**src/rtl/serial_word_collector_pkg.sv**
```systemverilog
// Shared definitions for the serial word link (collector and transmit-side controller).
// Provides the default word length, the FSM state encodings and the bit-ordering constants.
package serial_word_collector_pkg;

    localparam int unsigned WORD_W = 16;

    typedef logic [1:0] state_t;

    localparam state_t IDLE    = 2'b00;
    localparam state_t COLLECT = 2'b01;
    localparam state_t HOLD    = 2'b10;

    localparam logic ORDER_MSB = 1'b1;
    localparam logic ORDER_LSB = 1'b0;

endpackage

```
**src/rtl/serial_word_collector_if.sv**
```systemverilog
// Serial-in / parallel-out link bundle for serial_word_collector.
//   start, msb_first      : begin a new word and choose its bit ordering
//   ser_valid, ser_in     : qualified serial bit stream
//   par_out, word_valid   : completed word offered downstream
//   word_ready            : downstream accepts par_out
//   busy, overrun         : status (collecting / bit arrived while a word was pending)
// master = the side that drives the stream and consumes words; slave = the collector.
interface serial_word_collector_if
    import serial_word_collector_pkg::*;
#(
    parameter int unsigned WIDTH = WORD_W
);
    logic             start;
    logic             msb_first;
    logic             ser_valid;
    logic             ser_in;
    logic [WIDTH-1:0] par_out;
    logic             word_valid;
    logic             word_ready;
    logic             busy;
    logic             overrun;

    modport master (
        output start, msb_first, ser_valid, ser_in, word_ready,
        input  par_out, word_valid, busy, overrun
    );

    modport slave (
        input  start, msb_first, ser_valid, ser_in, word_ready,
        output par_out, word_valid, busy, overrun
    );
endinterface

```
**src/rtl/serial_word_collector_bit_counter.sv**
```systemverilog
// CNT_W-bit received-bit counter with synchronous clear and count enable.
//   clk, rst : clock and synchronous active-high reset
//   clr      : force count to 0 (wins over en)
//   en       : increment count
//   count    : current count
//   tc       : terminal count, high when count == WIDTH-1
module serial_word_collector_bit_counter
    import serial_word_collector_pkg::*;
#(
    parameter int unsigned WIDTH = WORD_W,
    parameter int unsigned CNT_W = 5
) (
    input  logic             clk,
    input  logic             rst,
    input  logic             clr,
    input  logic             en,
    output logic [CNT_W-1:0] count,
    output logic             tc
);
    logic [CNT_W-1:0] count_q, count_d;

    always_comb begin
        count_d = count_q;
        if (clr) begin
            count_d = '0;
        end else if (en) begin
            count_d = count_q + CNT_W'(1);
        end
    end

    always_ff @(posedge clk) begin
        if (rst) begin
            count_q <= '0;
        end else begin
            count_q <= count_d;
        end
    end

    assign count = count_q;
    assign tc    = (count_q == CNT_W'(WIDTH - 1));
endmodule

```
**src/rtl/serial_word_collector.sv**
```systemverilog
// Reassembles a WIDTH-bit word from a qualified serial bit stream, MSB-first or LSB-first,
// and offers the completed word through a valid/ready handshake.
//   clk, rst : clock and synchronous active-high reset
//   bus      : serial_word_collector_if slave modport (stream in, word out, status)
module serial_word_collector
    import serial_word_collector_pkg::*;
#(
    parameter int unsigned WIDTH = WORD_W,
    parameter int unsigned CNT_W = 5
) (
    input  logic                   clk,
    input  logic                   rst,
    serial_word_collector_if.slave bus
);
    state_t           state_q, state_d;
    logic [WIDTH-1:0] sr_q, sr_d;
    logic [WIDTH-1:0] par_q, par_d;
    logic             msb_q, msb_d;
    logic             ovr_q, ovr_d;
    logic [WIDTH-1:0] sr_shift;
    logic             begin_word;
    logic             cnt_clr;
    logic             cnt_en;
    logic             cnt_tc;
    logic [CNT_W-1:0] cnt;

    serial_word_collector_bit_counter #(
        .WIDTH (WIDTH),
        .CNT_W (CNT_W)
    ) u_bit_counter (
        .clk   (clk),
        .rst   (rst),
        .clr   (cnt_clr),
        .en    (cnt_en),
        .count (cnt),
        .tc    (cnt_tc)
    );

    // Shift register with the current bit already inserted; also the completed word on tc.
    always_comb begin
        if (msb_q == ORDER_MSB) begin
            sr_shift = {sr_q[WIDTH-2:0], bus.ser_in};
        end else begin
            sr_shift = {bus.ser_in, sr_q[WIDTH-1:1]};
        end
    end

    // A start is honoured in IDLE and COLLECT, but in HOLD only together with word_ready.
    always_comb begin
        begin_word = 1'b0;
        if (bus.start) begin
            begin_word = (state_q == IDLE) || (state_q == COLLECT) ||
                         ((state_q == HOLD) && bus.word_ready);
        end
    end

    always_comb begin
        state_d = state_q;
        sr_d    = sr_q;
        par_d   = par_q;
        msb_d   = msb_q;
        ovr_d   = ovr_q;
        cnt_clr = 1'b0;
        cnt_en  = 1'b0;

        case (state_q)
            COLLECT: begin
                // A restart drops any bit presented in the same cycle.
                if (!bus.start && bus.ser_valid) begin
                    sr_d   = sr_shift;
                    cnt_en = 1'b1;
                    if (cnt_tc) begin
                        par_d   = sr_shift;
                        cnt_clr = 1'b1;
                        state_d = HOLD;
                    end
                end
            end
            HOLD: begin
                // Bits arriving while a word is pending are dropped and flagged.
                if (bus.ser_valid) begin
                    ovr_d = 1'b1;
                end
                if (bus.word_ready) begin
                    state_d = IDLE;
                end
            end
            IDLE: begin
            end
            default: begin
                state_d = IDLE;
            end
        endcase

        if (begin_word) begin
            state_d = COLLECT;
            sr_d    = '0;
            msb_d   = bus.msb_first;
            ovr_d   = 1'b0;
            cnt_clr = 1'b1;
            cnt_en  = 1'b0;
        end
    end

    always_ff @(posedge clk) begin
        if (rst) begin
            state_q <= IDLE;
            sr_q    <= '0;
            par_q   <= '0;
            msb_q   <= ORDER_MSB;
            ovr_q   <= 1'b0;
        end else begin
            state_q <= state_d;
            sr_q    <= sr_d;
            par_q   <= par_d;
            msb_q   <= msb_d;
            ovr_q   <= ovr_d;
        end
    end

    assign bus.par_out    = par_q;
    assign bus.word_valid = (state_q == HOLD);
    assign bus.busy       = (state_q == COLLECT);
    assign bus.overrun    = ovr_q;

    // The counter is cleared on completion, so it never reaches WIDTH.
    count_in_range_a: assert property (@(posedge clk) disable iff (rst) cnt < CNT_W'(WIDTH));
endmodule
```
**src/flat_wrapper.sv**
```systemverilog
// flat-port wrapper written by rule: the top's interface ports become plain ports
module serial_word_collector_flat import serial_word_collector_pkg::*;
#(
    parameter int unsigned WIDTH = WORD_W,
    parameter int unsigned CNT_W = 5
)
  (clk, rst, bus_start, bus_msb_first, bus_ser_valid, bus_ser_in, bus_word_ready, bus_par_out, bus_word_valid, bus_busy, bus_overrun);
  serial_word_collector_if #(.WIDTH(WIDTH)) bus_i ();
  input  logic clk;
  input  logic rst;
  input wire logic [$bits(bus_i.start)-1:0] bus_start;
  input wire logic [$bits(bus_i.msb_first)-1:0] bus_msb_first;
  input wire logic [$bits(bus_i.ser_valid)-1:0] bus_ser_valid;
  input wire logic [$bits(bus_i.ser_in)-1:0] bus_ser_in;
  input wire logic [$bits(bus_i.word_ready)-1:0] bus_word_ready;
  output wire logic [$bits(bus_i.par_out)-1:0] bus_par_out;
  output wire logic [$bits(bus_i.word_valid)-1:0] bus_word_valid;
  output wire logic [$bits(bus_i.busy)-1:0] bus_busy;
  output wire logic [$bits(bus_i.overrun)-1:0] bus_overrun;
  assign bus_i.start = bus_start;
  assign bus_i.msb_first = bus_msb_first;
  assign bus_i.ser_valid = bus_ser_valid;
  assign bus_i.ser_in = bus_ser_in;
  assign bus_i.word_ready = bus_word_ready;
  assign bus_par_out = bus_i.par_out;
  assign bus_word_valid = bus_i.word_valid;
  assign bus_busy = bus_i.busy;
  assign bus_overrun = bus_i.overrun;
  serial_word_collector #(.WIDTH(WIDTH), .CNT_W(CNT_W)) u_core (.clk(clk), .rst(rst), .bus(bus_i));
endmodule
```
**config.mk**
```make
export PLATFORM = sky130hd
export DESIGN_NAME = serial_word_collector_flat
export DESIGN_NICKNAME = d
export VERILOG_FILES = /design/src/rtl/serial_word_collector_pkg.sv /design/src/rtl/serial_word_collector_if.sv /design/src/rtl/serial_word_collector_bit_counter.sv /design/src/rtl/serial_word_collector.sv /design/src/flat_wrapper.sv
export SDC_FILE = /design/constraint.sdc
export NUM_CORES = 1
export LEC_CHECK = 0
export BUFFER_PORTS_ARGS = -buffer_cell sky130_fd_sc_hd__buf_2
export CORE_MARGIN = 1.5
export CORE_UTILIZATION = 55
export CTS_CLUSTER_DIAMETER = 200
export DETAILED_ROUTE_END_ITERATION = 8
export PLACE_DENSITY_LB_ADDON = 0.15
export SYNTH_ARGS = -nofsm -noshare
export SYNTH_HDL_FRONTEND = slang
export SYNTH_SLANG_ARGS = --single-unit
export TNS_END_PERCENT = 20
```
**constraint.sdc**
```tcl
create_clock -name clk -period 5.4 [get_ports clk]
set_input_delay 1.35 -clock clk [delete_from_list [all_inputs] [get_ports clk]]
set_output_delay 1.35 -clock clk [all_outputs]
set_load 0.02 [all_outputs]
```
Word level (Yosys, flattened, before mapping):

Cells that the tools add are included.
W data, S select, Z words.

* register bits: 41
* output and inout bits: 19
* bits of input ports: 7
* word-level logic and storage cells: 46

* reductions and logical operators: 13
* bitwise logic cells: 1
* eq/ne operators: 10
* $add $sub $neg: 1
* muxes and demuxes: 14

Operators by type and width (count)
* $mux W16: 1
* $mux W1: 9
* $reduce_and A4 Y1: 2
* $mux W2: 3
* $ne A2 B1 Y1 const B: 3
* $ne A3 B1 Y1 const B: 2
* $pmux W2 S3: 1
* $add A5 B1 Y5 const B: 1
* $eq A5 B4 Y1 const B: 1
* $reduce_and A2 Y1: 2
* $reduce_or A2 Y1: 2
* $ne A3 B2 Y1 const B: 1
* $reduce_and A3 Y1: 1
* $eq A2 B1 Y1 const B: 1
* $eq A2 B2 Y1 const B: 1
* $logic_and A1 B1 Y1: 2
* $logic_not A2 Y1: 1
* $logic_or A1 B1 Y1: 2
* $ne A2 B2 Y1 const B: 1
* $logic_not A1 Y1: 1
* $not A1 Y1: 1

Depth between registers and ports, before layout:

* word-level depth: 6
* gate-level depth with buffers: 8
* gate-level depth less buffers: 6

Cells and area by module:

Synthesis repeated with hierarchy kept, for this count alone.

* cells, all modules: 177
* area total of the unflattened synthesis: 1923.1 um^2

By module, submodules not included
* serial_word_collector: seq. area each 720.7 um^2, cells each 153, instances 1, area an instance 1665.3 um^2
* serial_word_collector_bit_counter: seq. area each 100.1 um^2, cells each 24, instances 1, area an instance 257.7 um^2

Worst setup path after synthesis:

Ideal clock, no wire load.

* kind: input -> register
* from: in bus_start
* to: reg u_core.u_bit_counter.count_q[3], in the netlist u_core.u_bit_counter.count[3]
* cell stages on the path: 3
* required time: 5297 ps
* buffers on the path: 0
* library setup time: 103 ps
* arrival time: 2255 ps
* setup slack: 3042 ps
* cell sequence: nand4bb_4 or3_1 a2111oi_2

* longest elaborated chain between the ends: 6
* elaborated cells between the ends (all ways): 10
* those cells by class: mux: 7; reduce/logical: 3

RTL lines
* start: declaration: line flat_wrapper.sv:11 `input wire logic [$bits(bus_i.start)-1:0] bus_start;`
* $logic_not A1 Y1: line serial_word_collector.sv:69 `if (!bus.start && bus.ser_valid) begin`
* $logic_and A1 B1 Y1: line serial_word_collector.sv:69
* $mux W1: line serial_word_collector.sv:69
* $mux W1: line serial_word_collector.sv:66 `case (state_q)`
* $mux W1: line serial_word_collector.sv:95 `if (begin_word) begin`
* $reduce_or A2 Y1 (no source line)
* end signal: assignment: line serial_word_collector_bit_counter.sv:35 `count_q <= count_d;`
* end: declaration: line serial_word_collector_bit_counter.sv:20 `logic [CNT_W-1:0] count_q, count_d;`

Parallel ways exist; a longest one is shown, timed or not.
A chain may end at the register's enable or synchronous reset.

Worst setup path after layout:

* from: reg u_core.state_q[0]
* to: out bus_busy

* longest elaborated chain between the ends: 1

RTL lines
* start: declaration: line serial_word_collector.sv:15 `state_t state_q, state_d;`
* start signal: assignment: line serial_word_collector.sv:113 `state_q <= state_d;`
* $eq A2 B1 Y1: line serial_word_collector.sv:123 `assign bus.busy = (state_q == COLLECT);`
* end: declaration: line flat_wrapper.sv:18 `output wire logic [$bits(bus_i.busy)-1:0] bus_busy;`

No other way between the ends.

==> flow_summary.ini <==
[setup_path]
crit_arrival_ns = 1.41
critPathKind = reg2out
cp-start-kind = flop
r2r_start = u_core.u_bit_counter.count[0]$_SDFFE_PP0P_
worstSetupEndpointType = output pin
r2r_end = u_core.bus.par_out[5]$_SDFFE_PP0P_
r2r_slack_ns = 3.26
required_ns = 4.05
crit_fanout = 20
rr_worst_depth = 6

[hold_path]
holdPathEnd = u_core.u_bit_counter.count[1]$_SDFFE_PP0P_
hold_path_depth = 2
hp-start = u_core.u_bit_counter.count[1]$_SDFFE_PP0P_
hold_path.class = reg2reg

[floorplan]
die_area_mm2 = 0.00389
core_mm2 = 0.00336
die_y_um = 62.3
fp.dieW_um = 62.3
num_rows = 21
start_util = 0.576
ioPinCount = 26

[clocking]
h-tree-depth = 2
cts_tree = yes
cts_buffer_depth = 2
cts_hold_buffers = 0
clk_pin_slew_ns = 0.12
cts_setup_buffers = 0
cts_root_buf = clkbuf_4
clock_latency_ns = 0.36
cts_inserted_buffers = 5
clkSinkCount = 41
cts_resized = 0

[finish]
layout_commonest_cell = dfxtp_1
syn_to_final_growth_pct = 8.79
drive_above_1_share = 0.281
num_antenna_cells = 0
final_cell_mix = dfxtp_1 (41), buf_2 (25), mux2i_1 (17), a21oi_1 (17)
fin_nets = 204
finalNonFillerCells = 242

[timing]
hold_slack_ns = 0.520
finalSetupViolCount = 0
hold_viol = 0
tightest_slew_ns = 0.978
setup-tns-final_ns = 0
relSlewSlack = 0.348
clock.fmax_mhz = 363
period_minus_slack_ns = 2.76
fin_skew_ns = 0.0106
rsz0062_at_grt = no
finalCritPeriodShare = 0.511
drv_slew = 0

[detailed_routing]
route.detailed.drc = 0
wl_um = 3640
routed-via-count = 1425
vias_per_cell = 5.89
wire_per_inst_um = 15.0
dr.pass1.iters = 4
drt_iter0_markers = 45
postRouteAntennaNets = 0

[power]
ir_worst_vdd_uv = 195
p_total_w = 0.000565
leakage_nw = 0.773
p_per_area_mw_per_mm2 = 268

[synth]
synth_top_area_frac = 0.424
synth.avg_cell_area_um2 = 10.9
synth-seq-area-share = 0.424
synthDistinctLibCells = 32
yosysWarnings = 0
ys_ff_latch = 41
netlist_area_mm2 = 0.00194
syn_inst = 178
synth_area_leaders = dfxtp_1 (42%), a2111oi_2 (10%), mux2i_1 (8.8%)
yosys.area.top_type = dfxtp_1
synth_nets = 187

[run_status]
status = completed

[job]
cap_violations = 0

[placement]
place_hpwl_um = 2520
port_buffers = 25
dp_cells = 234
place.gp.congestion = 0.705

[global_route]
grt_usage = 0.207
antenna_found_initial = 0
grt_pass1_wl_um = 6290
grt-ovfl-total = 0
grt_max_degree = 41
first_global_vias = 1297
-- through the flow --
step	area, um^2	utilization	setup WS [ns]
final	2110	0.626	2.64
after global routing	2110	0.626	2.52
after CTS	2110	0.626	2.62
after detailed placement	2020	0.600	2.59
after global placement	2020	0.600	2.66
after floorplan	1940	-	3.04
-- cells by family (layout without fill, tap and decap cells) --
kind of cell,Yosys count,after routing,share of synthesized area
AND/OR/NAND/NOR,34,34,0.106
XOR/XNOR,1,1,0.00452
AO/OA/AOI/OAI,59,59,0.289
flip-flops,41,41,0.424
adder cells (fa/ha/maj),2,2,0.0129
multiplexers,17,17,0.0879
buffers and inverters,24,42,0.0756
-- power by group --
group          internal [W]  leakage (nW)  switching [W]
Sequential         0.000306         0.331     0.00000638
Combinational     0.0000153         0.398      0.0000267
Clock              0.000110        0.0445       0.000101
Total              0.000431         0.773       0.000134
-- registers in the layout, indices dropped and copies added, names as in the netlist --
signal                      flops
u_core.bus.overrun              1
u_core.bus.par_out             16
u_core.msb_q                    1
u_core.sr_q                    16
u_core.state_q                  2
u_core.u_bit_counter.count      5
-- synth_stat cells --
cell and number:
dfxtp_1 41, a21oi_1 17, mux2i_1 17, a211oi_1 16, nor2_1 16, a2111oi_2 13
buf_2 6, inv_1 6, buf_4 4, clkbuf_1 4, nor2b_1 4, a2111oi_1 3
a2111oi_4 3, buf_6 3, ha_1 2, nand2_1 2, nor3_1 2, o211ai_1 2
o21a_1 2, o21ai_0 2, or3_1 2, a22oi_1 1, and2_4 1, and3_1 1
and3b_1 1, and4bb_1 1, buf_8 1, nand3_1 1, nand4bb_4 1, nor4_1 1
nor4b_2 1, xnor2_1 1
-- layout make-up --
type,count,area (um^2)
repair buffers,28,148
inverters,6,22.5
clock buffers,6,51.3
clock inverters,2,37.5
well taps,46,57.6
flip-flops and latches,41,821
multi-input cells,113,970
fillers,300,1260
-- worst max path at each step --
stage,start,endpoint,depth (start not counted)
3_5_place_dp,bus_start,u_core.bus.par_out[5]$_SDFFE_PP0P_,4
3_3_place_gp,bus_start,u_core.bus.par_out[2]$_SDFFE_PP0P_,4
4_1_cts,u_core.state_q[0]$_SDFFE_PP0P_,bus_busy,3
2_1_floorplan,bus_start,u_core.u_bit_counter.count[3]$_SDFFE_PP0P_,3
5_1_grt,u_core.state_q[0]$_SDFFE_PP0P_,bus_busy,3
6_report,u_core.state_q[0]$_SDFFE_PP0P_,bus_busy,3
-- per-layer routing --
metal / track usage / vias to the layer above / wire length (um)
met5: 0 / - / 0
met4: 0.0806 / 0 / 53
met3: 0.0707 / 5 / 193
met2: 0.321 / 33 / 1690
met1: 0.266 / 686 / 1700
li1: - / 701 / -
-- worst max-delay path: stages, from the launching register on --
cell,delay [ns]
dfxtp_1,0.45
nor2b_1,0.17
buf_4,0.23
buf_2,0.20
Power figures use the tool's default switching activity.
